$ cat config.mk
export PLATFORM = sky130hd
export DESIGN_NAME = ddr_burst_arbiter
export DESIGN_NICKNAME = d
export VERILOG_FILES = /design/src/rtl/ddr_burst_arbiter.sv
export SDC_FILE = /design/constraint.sdc
export NUM_CORES = 1
export LEC_CHECK = 0
export ABC_AREA = 1
export CORE_AREA = 2 2 155 157
export DETAILED_ROUTE_END_ITERATION = 6
export DIE_AREA = 0 0 157 159
export SYNTH_ARGS = -nofsm -noshare
export SYNTH_HDL_FRONTEND = slang
export SYNTH_SLANG_ARGS = --single-unit
export TNS_END_PERCENT = 50
$ cat constraint.sdc
create_clock -name mem_clk -period 4 [get_ports mem_clk]
set_input_delay 1.2 -clock mem_clk [delete_from_list [all_inputs] [get_ports mem_clk]]
set_output_delay 1.2 -clock mem_clk [all_outputs]
set_load 0.02 [all_outputs]
$ cat src/rtl/ddr_burst_arbiter.sv
// Shares one DDR burst-engine port among NUM_CH channels, each with a write and a read requestor.
// Grant is locked for a whole burst; zero-length bursts finish locally without touching the engine.
module ddr_burst_arbiter #(
    parameter int NUM_CH     = 2,
    parameter int DATA_WIDTH = 32,
    parameter int ADDR_WIDTH = 25,
    parameter int ARB_MODE   = 0
) (
    input  logic                           mem_clk,
    input  logic                           rst,
    input  logic [NUM_CH-1:0]              ch_wr_burst_req,
    input  logic [NUM_CH*10-1:0]           ch_wr_burst_len,
    input  logic [NUM_CH*ADDR_WIDTH-1:0]   ch_wr_burst_addr,
    output logic [NUM_CH-1:0]              ch_wr_burst_data_req,
    input  logic [NUM_CH*DATA_WIDTH-1:0]   ch_wr_burst_data,
    output logic [NUM_CH-1:0]              ch_wr_burst_finish,
    input  logic [NUM_CH-1:0]              ch_rd_burst_req,
    input  logic [NUM_CH*10-1:0]           ch_rd_burst_len,
    input  logic [NUM_CH*ADDR_WIDTH-1:0]   ch_rd_burst_addr,
    output logic [NUM_CH-1:0]              ch_rd_burst_data_valid,
    output logic [DATA_WIDTH-1:0]          ch_rd_burst_data,
    output logic [NUM_CH-1:0]              ch_rd_burst_finish,
    output logic                           m_wr_burst_req,
    output logic [9:0]                     m_wr_burst_len,
    output logic [ADDR_WIDTH-1:0]          m_wr_burst_addr,
    output logic [DATA_WIDTH-1:0]          m_wr_burst_data,
    input  logic                           m_wr_burst_data_req,
    input  logic                           m_wr_burst_finish,
    output logic                           m_rd_burst_req,
    output logic [9:0]                     m_rd_burst_len,
    output logic [ADDR_WIDTH-1:0]          m_rd_burst_addr,
    input  logic                           m_rd_burst_data_valid,
    input  logic                           m_rd_burst_finish,
    input  logic [DATA_WIDTH-1:0]          m_rd_burst_data,
    output logic [3:0]                     grant_id,
    output logic                           busy,
    output logic [1:0]                     o_dbg_state
);

    localparam int NREQ = 2 * NUM_CH;

    typedef enum logic [1:0] {
        IDLE    = 2'd0,
        WR_BUSY = 2'd1,
        RD_BUSY = 2'd2,
        DONE    = 2'd3
    } state_t;

    state_t                r_state, w_next;
    logic [3:0]            r_grant, r_ptr, w_win, w_idx;
    logic [9:0]            r_len, w_win_len;
    logic [ADDR_WIDTH-1:0] r_addr, w_win_addr;
    logic                  r_zero, w_found;
    logic [15:0]           w_req;

    // Requestor k = 2*ch + is_read, so grant_id bit 0 is the read flag.
    always_comb begin
        w_req = '0;
        for (int i = 0; i < NUM_CH; i++) begin
            w_req[2*i]   = ch_wr_burst_req[i];
            w_req[2*i+1] = ch_rd_burst_req[i];
        end
    end

    always_comb begin
        w_found = 1'b0;
        w_win   = '0;
        w_idx   = '0;
        if (ARB_MODE == 0) begin
            for (int off = 0; off < NREQ; off++) begin
                w_idx = 4'((int'(r_ptr) + off) % NREQ);
                if (!w_found && w_req[w_idx]) begin
                    w_found = 1'b1;
                    w_win   = w_idx;
                end
            end
        end else begin
            for (int k = NREQ - 1; k >= 0; k--) begin
                if (w_req[k]) begin
                    w_found = 1'b1;
                    w_win   = 4'(k);
                end
            end
        end
    end

    always_comb begin
        w_win_len  = '0;
        w_win_addr = '0;
        for (int i = 0; i < NUM_CH; i++) begin
            if (w_win == 4'(2*i)) begin
                w_win_len  = ch_wr_burst_len[10*i +: 10];
                w_win_addr = ch_wr_burst_addr[ADDR_WIDTH*i +: ADDR_WIDTH];
            end
            if (w_win == 4'(2*i+1)) begin
                w_win_len  = ch_rd_burst_len[10*i +: 10];
                w_win_addr = ch_rd_burst_addr[ADDR_WIDTH*i +: ADDR_WIDTH];
            end
        end
    end

    always_comb begin
        w_next = r_state;
        case (r_state)
            IDLE: begin
                if (w_found) begin
                    if (w_win_len == 10'd0) w_next = DONE;
                    else if (w_win[0])      w_next = RD_BUSY;
                    else                    w_next = WR_BUSY;
                end
            end
            WR_BUSY: if (m_wr_burst_finish) w_next = DONE;
            RD_BUSY: if (m_rd_burst_finish) w_next = DONE;
            DONE:    w_next = IDLE;
            default: w_next = IDLE;
        endcase
    end

    always_ff @(posedge mem_clk) begin
        if (rst) begin
            r_state <= IDLE;
            r_grant <= '0;
            r_ptr   <= '0;
            r_len   <= '0;
            r_addr  <= '0;
            r_zero  <= 1'b0;
        end else begin
            r_state <= w_next;
            if (r_state == IDLE && w_found) begin
                r_grant <= w_win;
                r_len   <= w_win_len;
                r_addr  <= w_win_addr;
                r_zero  <= (w_win_len == 10'd0);
                r_ptr   <= (w_win == 4'(NREQ - 1)) ? 4'd0 : w_win + 4'd1;
            end
        end
    end

    assign m_wr_burst_req   = (r_state == WR_BUSY);
    assign m_rd_burst_req   = (r_state == RD_BUSY);
    assign m_wr_burst_len   = m_wr_burst_req ? r_len  : '0;
    assign m_wr_burst_addr  = m_wr_burst_req ? r_addr : '0;
    assign m_rd_burst_len   = m_rd_burst_req ? r_len  : '0;
    assign m_rd_burst_addr  = m_rd_burst_req ? r_addr : '0;
    assign busy             = m_wr_burst_req || m_rd_burst_req;
    assign grant_id         = r_grant;
    assign ch_rd_burst_data = m_rd_burst_data;
    assign o_dbg_state      = r_state;

    // Engine strobes reach only the granted requestor; a zero-length grant finishes in DONE.
    always_comb begin
        m_wr_burst_data        = '0;
        ch_wr_burst_data_req   = '0;
        ch_wr_burst_finish     = '0;
        ch_rd_burst_data_valid = '0;
        ch_rd_burst_finish     = '0;
        for (int i = 0; i < NUM_CH; i++) begin
            if (r_grant == 4'(2*i)) begin
                m_wr_burst_data         = ch_wr_burst_data[DATA_WIDTH*i +: DATA_WIDTH];
                ch_wr_burst_data_req[i] = m_wr_burst_req && m_wr_burst_data_req;
                ch_wr_burst_finish[i]   = (m_wr_burst_req && m_wr_burst_finish) ||
                                          (r_state == DONE && r_zero);
            end
            if (r_grant == 4'(2*i+1)) begin
                ch_rd_burst_data_valid[i] = m_rd_burst_req && m_rd_burst_data_valid;
                ch_rd_burst_finish[i]     = (m_rd_burst_req && m_rd_burst_finish) ||
                                            (r_state == DONE && r_zero);
            end
        end
    end

endmodule
==> run metrics <==
status=finished clean; Finish-stage setup viols=0; post-synthesis sequential area ratio=19.4%; Root Buffer=clkbuf_16; Yosys top cell by area=dfxtp_1; Design Area, Final=8080 sq um; Pre-antenna DRT Iters=4; Crit Reg-Reg Startpoint=r_ptr[0]$_SDFFE_PP0P_; std cell rows=56; Placeable Area=23,200 sq um; Final Power=6.70 mW; Post-CTS Hold Fix Bufs=0; Detailed Route Iter0 Violations=283; worst hold path depth=2; remaining antenna violation count=0; R2R cell count=17; fill count=2,528; number of max-cap violations=0; Die H=159 microns; Clock Sinks=42; CP peak stage delay=0.64 ns; CTS tree=yes; r2r setup slk=0.84 ns; placed cells=1,344; Final Core Density=34.8%; post-synthesis cell area=4340 sq um; commonest non-fill, non-tap cells in the layout=clkdlybuf4s50_1, nand2_1, inv_1; Starting Density=18.7%; Ports=397; min-delay worst type=reg2reg; Worst-path clk slew=0.06 ns; synth-to-layout area growth=86.3%; top post-synthesis cells by area=dfxtp_1, nand2_1, nand3_1; largest net degree at the start of global routing=59; Worst setup SP type=input pin; CP top delay family=buffers and inverters; worst-path cell chain=clkdlybuf4s50_1 -> nand2_1 -> o21ai_0 -> inv_1 -> nor3_1 -> clkdlybuf4s50_1; routed wire length=19,100 microns; H-tree levels=2; Syn. warnings=0; DIE AREA=25,000 sq um; WP buf/inv=3; final net count=1,288; setup ws final=0.132 ns; DRC viols=0; Tmin final=3.87 ns; # port buffers=330; commonest non-fill, non-tap cell in the layout=clkdlybuf4s50_1; Avg Inst Size Synth=5.82 sq um; number of global-route vias before repair=5,540; Setup TNS=0 ns; Final Hold Fails=0; final non-filler cell total=1,353; PD cells=829 nW/um^2; unrepaired setup endpoints after global routing=no; CP Capture Type=output port; VDD IR max=495 uV; Req. time, crit path=2.80 ns; clk buf depth=2; diode count=0; Via density=4.24; DR WL/cell=14.1 microns; worst r2r dst=r_addr[10]$_SDFFE_PP0P_; layout cells sized above 1=6.77%; worst-path maximum fanout=2; worst-skew pair later-pin latency=0.30 ns; Sequential cell area=841 sq um; worst slack, placed=-0.0959 ns; first-pass GRT wire length=28,700 microns; ys flop type=dfxtp_1; post-synthesis async set-or-reset flop share=0%; DP Area=7880 sq um; die width=157 microns; initial antenna violation count=0; Post-Route Skew=0.00789 ns; multi-input logic area=2660 sq um; Worst path depth=6; crit path capture=ch_rd_burst_finish[1]; DR vias=5,741; fin crit share=96.7%; Synth top area share=19.4%; Critical path origin=m_rd_burst_finish; cts bufs inserted=5; post-DP HPWL=15,400 microns; total track usage=14.5%; Setup CP Type=in2out; gr ovfl total=0; Slew headroom=63.5%; Critical-path top delay cell=clkdlybuf4s50_1; Worst Max-Slew Pin Slew=0.545 ns; Min Hold Slack=0.510 ns; Leak=3.71 nW; GPL Wtd Cong=0.834; post-synthesis cell type count=34; #FFs+latches synth=42; Cells after Synth=745; final slew viol count=0; hold path startpoint=r_len[7]$_SDFFE_PP0P_; fmax=259 MHz; CP arrival=2.67 ns; Crit path top cell by count=clkdlybuf4s50_1; Post-synth EDFFs=0
per-layer routing:
layer  share of wire (%)  global-route usage [%]  wire length (microns)
met2                  49                    26.7                   9310
met1                  39                    15.5                   7460
met3                 9.0                    4.44                   1720
met5                   0                       0                      0
met4                 3.1                    4.96                    585
kinds of logic (layout without fill, tap and decap cells):
family	count (synthesis)	in the layout	share of synthesized area (%)
flip-flops	42	42	19.4
other	1	2	0.0865
buffers and inverters	187	475	20.6
adder cells (fa/ha/maj)	9	9	2.60
AND/OR/NAND/NOR	328	328	31.9
multiplexers	25	25	5.77
AO/OA/AOI/OAI	153	153	19.6
worst min path at each step:
stage	to	slack, ns
after floorplan	r_len[7]$_SDFFE_PP0P_	0.45
after global placement	r_len[7]$_SDFFE_PP0P_	0.51
after detailed placement	r_len[7]$_SDFFE_PP0P_	0.51
after CTS	r_len[7]$_SDFFE_PP0P_	0.52
after global routing	r_len[7]$_SDFFE_PP0P_	0.56
final	r_len[7]$_SDFFE_PP0P_	0.51
state kept, by name (all words and copies together), names as in the netlist:
signal,flops
r_len,10
o_dbg_state,2
r_addr,25
r_ptr,2
grant_id,2
r_zero,1
timing repair:
item,CTS,global route
setup endpoints to repair,0,6
resized for setup,0,14
buffers inserted,0,1
cells in the mapped netlist (2+ instances only):
cell type    n
o21ai_1     34
inv_1       94
dfxtp_1     42
inv_2        4
a21boi_0     4
nand3_1     79
a21oi_1     51
a22oi_1     25
nor4_1       2
nand2_1    210
buf_1        6
nor2_1      24
o21ai_0     34
nor3_1       4
buf_2       13
or2_2        3
buf_4       35
a21boi_1     2
ha_1         9
mux2i_1     25
buf_6        5
clkbuf_1    28
cell type report:
type / count / share of cell area (%)
Tap cell: 319 / 4.94
Clock buffer: 6 / 1.72
Multi-Input combinational cell: 517 / 32.9
Sequential cell: 42 / 10.4
Timing Repair Buffer: 367 / 45.1
Inverter: 100 / 4.71
Clock inverter: 2 / 0.155
worst reg2reg max path: stages (launching register included):
cell and delay, ns:
dfxtp_1 0.58, inv_1 0.20, nand2_1 0.12, nand2_2 0.09
nand3_1 0.09, nand2_1 0.08, nor2_4 0.13, nand3b_1 0.11
nand3_1 0.07, o21ai_1 0.06, buf_4 0.15, inv_1 0.13
ha_4 0.23, buf_4 0.35, buf_4 0.27, o21ai_0 0.11
mux2i_1 0.18, a21oi_1 0.09
power breakdown:
part / switching, mW / leakage [nW] / internal (mW)
clock network: 0.186 / 0.0729 / 0.248
logic: 3.09 / 3.29 / 2.43
registers: 0.158 / 0.348 / 0.590
total: 3.44 / 3.71 / 3.26
Power figures use the tool's default switching activity.
